==> src/rtl/fifo_arb_pkg.sv <==
// Shared sizing and entry layout for the two-producer write-arbitrated FIFO.
package fifo_arb_pkg;
  localparam int DEPTH  = 8;
  localparam int DATA_W = 8;
  localparam int PTR_W  = 3;
  localparam int CNT_W  = 4;

  // One stored entry: producer index plus its data byte.
  typedef struct packed {
    logic              src;
    logic [DATA_W-1:0] data;
  } entry_t;

  // Build an entry from a producer index and data byte.
  function automatic entry_t mk_entry(input logic src, input logic [DATA_W-1:0] data);
    entry_t e;
    e.src  = src;
    e.data = data;
    return e;
  endfunction
endpackage

==> src/rtl/rr_arb2.sv <==
// Two-way round-robin arbiter: combinational grant, registered last-winner.
module rr_arb2 (
  input  logic       clk,
  input  logic       rst_n,
  input  logic [1:0] req,
  input  logic       en,
  output logic [1:0] gnt
);
  // Index of the most recent winner; reset to 1 so producer 0 wins the first tie.
  logic last_q;

  // Grant is suppressed while disabled or while held in reset.
  always_comb begin
    gnt = 2'b00;
    if (rst_n && en) begin
      unique case (req)
        2'b01:   gnt = 2'b01;
        2'b10:   gnt = 2'b10;
        2'b11:   gnt = last_q ? 2'b01 : 2'b10;
        default: gnt = 2'b00;
      endcase
    end
  end

  // Remember the winner only on cycles that actually issue a grant.
  always_ff @(posedge clk or negedge rst_n) begin
    if (!rst_n)    last_q <= 1'b1;
    else if (|gnt) last_q <= gnt[1];
  end
endmodule

==> src/rtl/fifo_wr_arb.sv <==
// 8-entry FIFO written by two arbitrated producers, read by one consumer.
module fifo_wr_arb
  import fifo_arb_pkg::*;
(
  input  logic              clk,
  input  logic              rst_n,
  input  logic              req0,
  input  logic              req1,
  input  logic [DATA_W-1:0] din0,
  input  logic [DATA_W-1:0] din1,
  input  logic              ren,
  output logic              gnt0,
  output logic              gnt1,
  output logic [DATA_W-1:0] dout,
  output logic              dout_src,
  output logic              dout_valid,
  output logic              error,
  output logic [CNT_W-1:0]  count,
  output logic              full,
  output logic              empty
);
  entry_t             mem [DEPTH];
  logic [PTR_W-1:0]   wptr_q, rptr_q;
  logic [CNT_W-1:0]   count_q, count_d;
  logic [DATA_W-1:0]  dout_q;
  logic               dout_src_q, dout_valid_q, error_q;
  logic [1:0]         gnt;
  logic               wr, rd, rd_err;
  entry_t             wr_entry;

  assign full  = (count_q == CNT_W'(DEPTH));
  assign empty = (count_q == '0);

  // Arbiter is disabled when full, even if a read frees a slot this cycle.
  rr_arb2 u_arb (
    .clk   (clk),
    .rst_n (rst_n),
    .req   ({req1, req0}),
    .en    (!full),
    .gnt   (gnt)
  );

  assign gnt0     = gnt[0];
  assign gnt1     = gnt[1];
  assign wr       = |gnt;
  assign rd       = ren && !empty;
  assign rd_err   = ren && empty;
  assign wr_entry = mk_entry(gnt[1], gnt[1] ? din1 : din0);

  // Occupancy: simultaneous write and read cancel out.
  always_comb begin
    count_d = count_q;
    if (wr && !rd)      count_d = count_q + 1'b1;
    else if (rd && !wr) count_d = count_q - 1'b1;
  end

  // Storage array carries no reset; stale contents are unreachable after pointer reset.
  always_ff @(posedge clk) begin
    if (wr) mem[wptr_q] <= wr_entry;
  end

  // Pointers, occupancy and registered read-side outputs.
  always_ff @(posedge clk or negedge rst_n) begin
    if (!rst_n) begin
      wptr_q       <= '0;
      rptr_q       <= '0;
      count_q      <= '0;
      dout_q       <= '0;
      dout_src_q   <= 1'b0;
      dout_valid_q <= 1'b0;
      error_q      <= 1'b0;
    end else begin
      count_q      <= count_d;
      dout_valid_q <= rd;
      error_q      <= rd_err;
      if (wr) wptr_q <= wptr_q + 1'b1;
      if (rd) begin
        rptr_q     <= rptr_q + 1'b1;
        dout_q     <= mem[rptr_q].data;
        dout_src_q <= mem[rptr_q].src;
      end else if (rd_err) begin
        dout_q     <= '0;
      end
    end
  end

  assign dout       = dout_q;
  assign dout_src   = dout_src_q;
  assign dout_valid = dout_valid_q;
  assign error      = error_q;
  assign count      = count_q;
endmodule
==> config.mk <==
export PLATFORM = sky130hd
export DESIGN_NAME = fifo_wr_arb
export DESIGN_NICKNAME = d
export VERILOG_FILES = /design/src/rtl/fifo_arb_pkg.sv /design/src/rtl/rr_arb2.sv /design/src/rtl/fifo_wr_arb.sv
export SDC_FILE = /design/constraint.sdc
export NUM_CORES = 1
export LEC_CHECK = 0
export CELL_PAD_IN_SITES_DETAIL_PLACEMENT = 0
export CELL_PAD_IN_SITES_GLOBAL_PLACEMENT = 1
export CORE_AREA = 5 5 113 115
export CTS_BUF_LIST = sky130_fd_sc_hd__clkbuf_8 sky130_fd_sc_hd__clkbuf_16
export CTS_CLUSTER_SIZE = 24
export DETAILED_ROUTE_END_ITERATION = 10
export DIE_AREA = 0 0 118 120
export PLACE_DENSITY_LB_ADDON = 0.1
export SLEW_MARGIN = 20
export SYNTH_ARGS = -nofsm -noshare
export SYNTH_HDL_FRONTEND = slang
export SYNTH_SLANG_ARGS = --single-unit
==> constraint.sdc <==
create_clock -name clk -period 2.7 [get_ports clk]
set_input_delay 0.27 -clock clk [delete_from_list [all_inputs] [get_ports clk]]
set_output_delay 0.27 -clock clk [all_outputs]
set_load 0.1 [all_outputs]
==> flow_metrics.py <==
metrics = {
    "outcome": {
        "status": "finished clean",
    },
    "finish": {
        "drive_gt1_frac": 0.2941,
        "area_growth_syn_to_layout_pct": 26.55,
        "fin_util": 0.4272,
        "stdcell_count": 453,
        "antenna_cells": 0,
        "fin_nets": 328,
    },
    "critical_path": {
        "startpoint_type": "register",
        "worstPathCellList": "nor4_4 -> nor2b_2 -> inv_2 -> ha_4 -> inv_4 -> ha_4 -> a21o_1 -> a21oi_2 -> mux2i_1 -> o31ai_1",
        "path_delay_family": "flip-flops",
        "worstPathMaxFanout": 5,
        "timing.rr.start": "count[2]",
        "end_kind": "register",
        "worstSetupPathType": "reg -> reg",
        "arrival_ns": 2.51,
        "crit_top_cell": "ha_4",
        "slowest_stage": "dfrtp_4",
        "cp_num_buf_inv": 2,
        "slowest_delay_ns": 0.53,
        "cp.required_ns": 2.92,
        "cp-startpoint": "count[2]",
    },
    "sta": {
        "finalSetupViolations": 0,
        "fin_ws_ns": 0.4067,
        "fmax_ghz": 0.4360,
        "hold_viol": 0,
        "tns_ns": 0,
        "post-route-period-util": 0.8494,
        "worst_pin_slew_ns": 0.7797,
        "rsz0062_at_grt": "false",
        "drv_slew": 0,
        "finClkSkew_ns": 0.01041,
        "fin_crit_ns": 2.293,
        "maxSlewHeadroom": 0.4802,
    },
    "yosys": {
        "synth_cells": 247,
        "ys_seq_area_frac": 0.6864,
        "syn-cell-area_um2": 3954,
        "synth_edf_count": 72,
        "yosys.area.top_type": "edfxtp_1",
        "syn_nets": 274,
        "synthArstFlopShare": 0.2340,
        "synthTopCellsByArea": "edfxtp_1 (55%), dfrtp_1 (13%), mux2i_1 (5.3%)",
        "synth_cell_types": 38,
        "synth.avg_cell_area_um2": 16.01,
        "ys_seq_elements": 94,
        "synth_top_area_share": 0.5468,
        "synth_ff_type": "edfxtp_1",
        "yosysWarningCount": 0,
    },
    "cts": {
        "post_cts_resized": 0,
        "h-tree-depth": 3,
        "insertion_delay_ns": 0.34,
        "cts-root-buf": "clkbuf_16",
        "cts_max_path_buffers": 2,
        "tritoncts": "built",
        "clk_pin_slew_worst_paths_ns": 0.07,
        "cts_inserted_buffers": 9,
        "post_cts_buffers": 0,
        "cts.sink_count": 94,
        "cts_hold_buf": 0,
    },
    "power": {
        "power_switching_share": 0.4092,
        "ir_drop_uv": 892.2,
        "power.internal_mw": 3.547,
        "power_switching_mw": 2.457,
        "p_leak_nw": 1.829,
        "clkPwrFrac": 0.225,
        "cellPowerDensity_nw_per_um2": 1200,
        "seq_power_share": 0.364,
        "p_comb_frac": 0.411,
    },
    "floorplan": {
        "die_h_um": 120,
        "rows": 40,
        "start_util": 0.3376,
        "core_um2": 11710,
        "die-area_um2": 14160,
        "chipWidth_um": 118,
        "io_pins": 40,
    },
    "placed_design": {
        "place_ws_ns": 0.2664,
        "dp_hpwl_um": 5528,
        "gp_congestion": 0.7209,
        "placed_cells": 437,
        "port_buffers": 39,
    },
    "detailed_routing": {
        "drt-total-wl_um": 8259,
        "wl_per_cell_um": 18.23,
        "vias": 2158,
        "avgViaCountPerCell": 4.764,
        "initialDrtViolationCount": 122,
        "drc": 0,
        "ant_nets": 0,
        "drt_pass1_iterations": 4,
    },
    "grt": {
        "grt-ovfl-total": 0,
        "grt_pass1_vias": 2224,
        "grt_util_all_layers": 0.1216,
        "antenna_found_initial": 0,
        "grt_start_max_net_pins": 31,
        "grt_pass1_wl_um": 12890,
    },
    "job": {
        "cap_violations": 0,
    },
    "hold_path": {
        "min_path_type": "in -> async",
    },
}
==> cells in the final DEF (no fill, tap or decap), types with 9 or more instances in the layout <==
cell and count:
o21ai_0 11, clkdlybuf4s50_1 20, nand2_1 14, nand3_1 9
dfrtp_1 17, inv_1 10, edfxtp_1 72, clkbuf_16 9
mux2i_1 21, buf_4 28
==> stage by stage <==
step / hold WS [ns] / area, um^2 / power (mW)
after floorplan: -0.02559 / 4081 / 4.081
after global placement: 0.5203 / 4684 / 4.713
after detailed placement: 0.5103 / 4684 / 4.728
after CTS: 0.3711 / 5004 / 6.095
after global routing: 0.3762 / 5004 / 6.302
final: 0.3433 / 5004 / 6.003
==> cell families (layout without fill, tap and decap cells) <==
logic type	after synthesis	after routing	share of synthesized area
buf+inv	21	80	0.02468
fa+ha+maj	6	6	0.02089
compound gates	27	27	0.04367
xor+xnor	6	6	0.01329
mux	40	40	0.1377
flops	94	94	0.6864
simple gates	53	53	0.07342
==> metal layers <==
layer / vias to the layer above / share of wire / track usage / wire, um
li1: 1037 / - / - / -
met1: 1067 / 0.49 / 0.1690 / 4006
met2: 46 / 0.46 / 0.1832 / 3787
met5: - / 0 / 0 / 0
met3: 8 / 0.042 / 0.03629 / 348
met4: 0 / 0.014 / 0.03871 / 117
==> synth_stat cells (2+ instances only) <==
master	count
xnor2_1	5
edfxtp_1	72
buf_4	2
ha_1	5
inv_1	12
o21ai_0	11
buf_2	3
mux2_2	3
nor2b_1	3
nand3_1	9
nand2b_1	7
nor3_1	5
dfrtp_1	21
mux4_2	8
mux2i_1	21
clkbuf_1	2
a22oi_1	5
nand2_1	14
o2111ai_1	4
nor2_1	8
a21oi_1	3
mux2_4	8
==> worst paths after layout <==
| kind | end | slack [ns] | depth (start not counted) |
|---|---|---|---|
| hold reg to reg | wptr_q[0] | 0.52 | 1 |
| min in group clk | wptr_q[0] | 0.52 | 1 |
| max in group asynchronous | count[3] | 2.08 | 2 |
| setup / recovery | count[3] | 0.41 | 10 |
| setup reg to reg | count[3] | 0.41 | 10 |
| hold / removal | wptr_q[2] | 0.34 | 2 |
==> layout make-up <==
cell class                      count  area (um^2)
Fill cell                        1060         6708
Sequential cell                    94         2726
Multi-Input combinational cell    132         1236
Timing Repair Buffer               52        490.5
Clock buffer                        9        225.2
Tap cell                          147        183.9
Clock inverter                      7        93.84
Inverter                           12        47.55
==> registers in the layout, indices dropped and copies added, names as in the netlist <==
register / flops
dout: 8
rptr_q: 3
count: 4
wptr_q: 3
dout_valid: 1
mem: 72
u_arb.last_q: 1
error: 1
dout_src: 1
==> power by group through the flow <==
stage / sequential [mW] / combinational [mW] / clock (mW)
after floorplan: 2.87 / 1.21 / 0
after global placement: 2.22 / 2.50 / 0
after detailed placement: 2.22 / 2.51 / 0
after CTS: 2.19 / 2.51 / 1.39
after global routing: 2.23 / 2.64 / 1.44
final: 2.18 / 2.47 / 1.35
Note: power is estimated with default switching activity, not from simulation.
